$ cat src/rtl/sonar_echo_gen.sv
// rtl/sonar_echo_gen.sv - ultrasonic ranger emulator: qualified trigger, delayed echo of programmable width, holdoff
// Optional feature macro SONAR_NOECHO_TIMEOUT_EN: zero width yields a TIMEOUT-cycle "no echo" pulse.
module sonar_echo_gen #(
   parameter int TRIG_MIN  = 10,
   parameter int BURST_DLY = 400,
   parameter int HOLDOFF   = 2000,
   parameter int TIMEOUT   = 38000,
   parameter int W         = 16
) (
   input  logic         clk,
   input  logic         reset_l,
   input  logic         trigger,
   input  logic [W-1:0] width_in,
   input  logic         width_load,
   output logic         echo,
   output logic         busy,
   output logic [7:0]   short_trig_cnt
);
   localparam int CW = (W > 16) ? W : 16;

   typedef enum logic [2:0] {IDLE, ARM, DELAY, ECHO, HOLD} state_t;

   state_t        state;
   logic          trig_m;
   logic          trig_s;
   logic [W-1:0]  shadow_w;
   logic [W-1:0]  active_w;
   logic [CW-1:0] cnt;
   logic [CW-1:0] pulse_last;

   always_ff @(posedge clk or negedge reset_l) begin
      if (!reset_l) begin
         trig_m <= 1'b0;
         trig_s <= 1'b0;
      end else begin
         trig_m <= trigger;
         trig_s <= trig_m;
      end
   end

   always_ff @(posedge clk or negedge reset_l) begin
      if (!reset_l)
         shadow_w <= '0;
      else if (width_load)
         shadow_w <= width_in;
   end

   // Zero width only reaches ECHO when the timeout pulse is enabled.
   always_comb begin
      pulse_last = (active_w == '0) ? CW'(TIMEOUT - 1) : CW'(active_w) - CW'(1);
   end

   always_ff @(posedge clk or negedge reset_l) begin
      if (!reset_l) begin
         state          <= IDLE;
         cnt            <= '0;
         echo           <= 1'b0;
         busy           <= 1'b0;
         short_trig_cnt <= '0;
         active_w       <= '0;
      end else begin
         case (state)
            IDLE: begin
               if (trig_s) begin
                  state <= ARM;
                  cnt   <= CW'(1);
               end
            end
            ARM: begin
               if (trig_s) begin
                  if (cnt < CW'(TRIG_MIN))
                     cnt <= cnt + CW'(1);
               end else if (cnt >= CW'(TRIG_MIN)) begin
                  state    <= DELAY;
                  busy     <= 1'b1;
                  cnt      <= '0;
                  active_w <= shadow_w;
               end else begin
                  state <= IDLE;
                  cnt   <= '0;
                  if (short_trig_cnt != 8'hFF)
                     short_trig_cnt <= short_trig_cnt + 8'd1;
               end
            end
            DELAY: begin
               if (cnt == CW'(BURST_DLY - 1)) begin
                  cnt <= '0;
`ifdef SONAR_NOECHO_TIMEOUT_EN
                  state <= ECHO;
                  echo  <= 1'b1;
`else
                  if (active_w != '0) begin
                     state <= ECHO;
                     echo  <= 1'b1;
                  end else begin
                     state <= HOLD;
                  end
`endif
               end else begin
                  cnt <= cnt + CW'(1);
               end
            end
            ECHO: begin
               if (cnt == pulse_last) begin
                  state <= HOLD;
                  echo  <= 1'b0;
                  cnt   <= '0;
               end else begin
                  cnt <= cnt + CW'(1);
               end
            end
            HOLD: begin
               // Holdoff expired: park here until the trigger line is released.
               if (cnt >= CW'(HOLDOFF - 1)) begin
                  if (!trig_s) begin
                     state <= IDLE;
                     busy  <= 1'b0;
                     cnt   <= '0;
                  end
               end else begin
                  cnt <= cnt + CW'(1);
               end
            end
            default: begin
               state <= IDLE;
               echo  <= 1'b0;
               busy  <= 1'b0;
               cnt   <= '0;
            end
         endcase
      end
   end
endmodule

$ cat config.mk
export PLATFORM = sky130hd
export DESIGN_NAME = sonar_echo_gen
export DESIGN_NICKNAME = d
export VERILOG_FILES = /design/src/rtl/sonar_echo_gen.sv
export SDC_FILE = /design/constraint.sdc
export NUM_CORES = 1
export LEC_CHECK = 0
export ABC_AREA = 1
export CORE_MARGIN = 5
export CORE_UTILIZATION = 60
export CTS_BUF_LIST = sky130_fd_sc_hd__clkbuf_8
export DETAILED_ROUTE_END_ITERATION = 12
export GPL_ROUTABILITY_DRIVEN = 0
export PLACE_DENSITY = 0.88
export SKIP_LAST_GASP = 1
export SYNTH_ARGS = -nofsm -noshare
export SYNTH_HDL_FRONTEND = slang
export SYNTH_SLANG_ARGS = --single-unit
$ cat constraint.sdc
create_clock -name clk -period 2.9 [get_ports clk]
set_input_delay 0.58 -clock clk [delete_from_list [all_inputs] [get_ports clk]]
set_output_delay 0.58 -clock clk [all_outputs]
set_load 0.02 [all_outputs]
After elaboration in Yosys (flattened, before gate mapping):

Index checks and enable logic that the tools add are counted.

* order comparisons: 3
* add/sub/neg operators: 3
* reductions and logical operators: 11
* equal/unequal tests: 17
* multiplexer cells: 27
* bitwise logic cells: 4

Operators with widths (count)
* 16-bit two-way mux: 8
* 16-bit case mux with 5 select lines: 1
* 3-bit two-way mux: 7
* 16-bit by 1-bit adder with 16-bit output (second input constant): 1
* 16-bit equality test: 1
* 16-bit by 9-bit equality test with 1-bit output (second input constant): 1
* 16-bit by 11-bit >= comparator with 1-bit output (second input constant): 1
* 16-bit by 4-bit >= comparator with 1-bit output (second input constant): 1
* 16-bit logical NOT: 1
* 16-bit by 4-bit < comparator with 1-bit output (second input constant): 1
* 2-bit inequality test (second input constant): 8
* 16-bit nonzero test: 1
* 16-bit by 1-bit subtractor with 16-bit output (second input constant): 1
* 3-bit case mux with 5 select lines: 1
* 8-bit by 1-bit adder with 8-bit output (second input constant): 1
* 8-bit inequality test (second input constant): 1
* 4-bit AND reduction: 2
* 1-bit two-way mux: 7
* 3-bit by 2-bit equality test with 1-bit output (second input constant): 2
* 3-bit inequality test (second input constant): 2
* 1-bit case mux with 3 select lines: 2
* 3-bit AND reduction: 2
* 6-bit AND reduction: 1
* 3-bit OR reduction: 2
* 6 further kinds: 9

* output and inout bits: 10
* bits of input ports: 20
* register bits after elaboration: 63

Logic depth before layout (Yosys ltp):

* depth in word-level cells: 5
* gate-level depth with buffers: 18
* mapped depth without buffers: 17

Worst setup path before layout:

Ideal clock, no wire load.

* path type: reg-to-reg
* start: register active_w[0]
* end: register cnt[12]
* buffers on the path: 2
* setup time: 0.117 ns
* arrival time: 1.947 ns
* slack: 0.836 ns
* cell stages (with the launch flop): 18
* period minus slack after synthesis: 2.064 ns
* cells stage by stage: dfrtp_1 -> inv_1 -> ha_1 -> nand2_1 -> nor2_2 -> nand2_4 -> buf_6 -> nand2_1 -> nand2_1 -> a21oi_1 -> nand2_1 -> nor2_1 -> nand3_1 -> nand2_4 -> nand2_4 -> buf_6 -> nand2_1 -> nand2_1

* cells in the longest elaborated chain, start to end: 5
* elaborated cells on any way between the ends: 6
* classes of those cells: add/sub (1); eq/ne (1); mux (3); reduce/logical (1)

Ends and longest elaborated chain
* from (decl): line 27 `logic [W-1:0] active_w;`
* from (signal assigned): line 77 `active_w <= shadow_w;`
* 16-bit by 1-bit subtractor with 16-bit output or 16-bit logical NOT (tied branches): line 50 `pulse_last = (active_w == '0) ? CW'(TIMEOUT - 1) : CW'(active_w) - CW'(1);`
* 16-bit two-way mux (*): line 50
* 16-bit equality test (*): line 104 `if (cnt == pulse_last) begin`
* 16-bit two-way mux (*): line 104
* 16-bit case mux with 5 select lines (*): line 62 `case (state)`
* to (signal assigned): line 72 `cnt <= cnt + CW'(1);`
* to (signal assigned): line 100 `cnt <= cnt + CW'(1);`
* to (signal assigned): line 109 `cnt <= cnt + CW'(1);`
* to (decl): line 28 `logic [CW-1:0] cnt;`

Every way passes the cells marked *; elsewhere a longest branch is shown, timed or not.
A chain may end at the register's enable or synchronous reset.

Final worst setup path:

* start: register active_w[0]
* end: register cnt[6]

Same word-level chain as after synthesis.

==> metrics.txt <==
cell with the most instances on the worst path=nand2_1; Slowest cell on crit path=dfrtp_1; VDD IR max=0.6191 mV; first-pass GRT wire length=between 10 and 15 mm; Avg Inst Size Synth=between 7 and 8 um2; Cell Pwr Density=542.2 nW/um2; share of layout cells above drive strength 1=7.130%; clk_lat worst skew=0.36 ns; die area=8114 um2; flops & latches, synth=63; post-synthesis sequential area ratio=40.98%; routed via count=about 3600; drt first pass iters=5; Setup crit start kind=flop; Setup Skew=between 0.01 and 0.015 ns; Top Ports=30; placed cells=637; Ys Warns=0; static leakage=2.227 nW; crit end category=flop; critical path class=reg2reg; H-tree Lvls=3; pin count of the biggest net entering global routing=41; Hold/Removal Path Class=in2async; clk buf depth=2; Post-Route Utilization=69.86%; Non-Filler Instances=652; post-CTS sizing=0; Netlist cell types=33; total negative slack=0 ns; worst-path maximum fanout=16; Final Instance Area=around 4400 um2; routed wire length per instance=about 13 um; Final WS setup=0.5038 ns; worst slew pin tran=0.8695 ns; critical path arrival=2.64 ns; synthesized area=about 3800 um2; Worst slew margin=~42%; dpl ws=0.5818 ns; CTS Hold Bufs=0; CTS tree=yes; drt total wl=8.665 mm; Final Hold Fails=0; RSZ-0062 raised after global routing=false; Chip Width=90.08 um; standard-cell rows=29; critical path, cell by cell=inv_1 -> ha_1 -> nand2_1 -> nor2_1 -> nand2_1 -> nand2_1 -> nand3_1 -> nand2_1 -> nand2_1 -> inv_1 -> nand2_1 -> nor2_1 -> nand3_1 -> nand2_4 -> nand2_4 -> nand3_1 -> nand2_1; MaxCap Viol Count=0; vias in the first global route=between 3000 and 4000; total CTS buffers=9; status=completed; Final ANT Viol Nets=0; Starting Density=61.29%; main flop type after synthesis=dfrtp_1; CP required=3.14 ns; Area growth syn-to-layout=13.98%; fraction of registers with async set/reset=100.0%; aggregate global-route resource usage=21.92%; DRC errors left=0; postcts setup bufs=0; minimum clock period=2.396 ns; Final period util=82.63%; Critical Path Max Stage Delay=0.41 ns; r2r setup slk=between 0.5 and 0.6 ns; Net count, final=between 500 and 600; root buffer cell=clkbuf_8; Clock transition at path regs=approximately 0.08 ns; Core ar.=6277 um2; die height=90.08 um; Placement Cell Area=4199 um2; initial antenna violation count=0; Sink Count=between 60 and 70; GR Overflow Total=0; Final Max Slew Viols=0; IO buf count=29; HPWL after DPL=~6.3 mm; Net Count, Synth=564; diode count=0; setup violators final=0; initial DRC count=358; Post-synth EDFFs=0; DR vias/cell=roughly 5.5; cells after synthesis=between 500 and 600; Fmax=417.3 MHz
## synth_stat cells (3+ instances only)
cell	n	area (um2)
xnor2_1	6	52.55
a21oi_1	5	25.02
o21ai_0	40	200.2
nor2_1	51	191.4
a31oi_1	3	18.77
nand3_2	4	40.04
nor2_2	6	37.54
nor3_1	9	45.04
buf_2	3	15.01
nand2_1	163	611.8
nand3_1	47	235.2
nand2_4	4	45.04
clkbuf_1	8	30.03
inv_1	72	270.3
xor2_1	12	105.1
dfrtp_1	63	1577
nand4_1	18	112.6
ha_1	5	62.56
## layout make-up
type	instances	area, um2
Multi-Input combinational cell	390	1929
Fill cell	519	1892
Sequential cell	63	1577
Timing Repair Buffer	34	322.8
Inverter	73	274.0
Clock buffer	9	123.9
Tap cell	77	96.34
Clock inverter	6	62.56
## sequential cells by signal, indices dropped and copies added, names as in the netlist
register and count:
active_w 16, cnt 16, trig_m 1, busy 1, trig_s 1, state 3, echo 1, shadow_w 16
short_trig_cnt 8
## worst max-delay path: cells and delay by family (launching register included)
family,cells,cell delay [ns]
adders and majority gates,1,0.24
buffers and inverters,2,0.17
and+or+nand+nor,14,1.44
DFF,1,0.41
## worst paths after layout
kind,from,endpoint,depth (start not counted)
max,active_w[0],cnt[6],17
max in group asynchronous,reset_l,active_w[8],2
max reg2reg,active_w[0],cnt[6],17
min reg2reg,trig_m,trig_s,0
min,reset_l,cnt[10],1
min in group clk,trig_m,trig_s,0
## cell families after synthesis
group | Yosys count | synth area share, %
AO/OA/AOI/OAI | 55 | 7.740
XOR/XNOR | 18 | 4.098
adder cells (fa/ha/maj) | 5 | 1.626
buffers and inverters | 86 | 8.878
flip-flops | 63 | 40.98
multiplexers | 1 | 0.2927
AND/OR/NAND/NOR | 311 | 36.39
## metal layers
| layer | part of all wire, % | global-route usage, % |
|---|---|---|
| met1 | 44 | 29.31 |
| met3 | 6.8 | 5.843 |
| met4 | 3.0 | 8.809 |
| met2 | 47 | 33.78 |
| met5 | 0 | 0 |
## report_power, final
part           leakage, nW  internal, mW  switching [mW]  total, mW
Sequential           0.831         0.961          0.0916       1.05
Clock               0.0871         0.388           0.353      0.741
Combinational         1.31         0.231           0.352      0.583
Total                 2.23          1.58           0.797       2.38
## placed cells by master, fill, tap and decap left out, types with 5 or more instances in the layout
cell type and count:
xnor2_1 6, nand2_1 163, buf_4 5, nor2_1 51, o21ai_0 40, a21oi_1 5
xor2_1 12, clkdlybuf4s50_1 28, clkbuf_8 9, nor3_1 9, ha_1 5, nand3_1 47
nand4_1 18, dfrtp_1 63, inv_1 72, nor2_2 6
## per-stage QoR
stage	hold WS (ns)	power [mW]
2_1_floorplan	0.2844	1.423
3_3_place_gp	0.3317	1.612
3_5_place_dp	0.3552	1.632
4_1_cts	0.3618	2.381
5_1_grt	0.3752	2.499
6_report	0.3369	2.378
No activity file was read; power rests on OpenSTA's default activity.
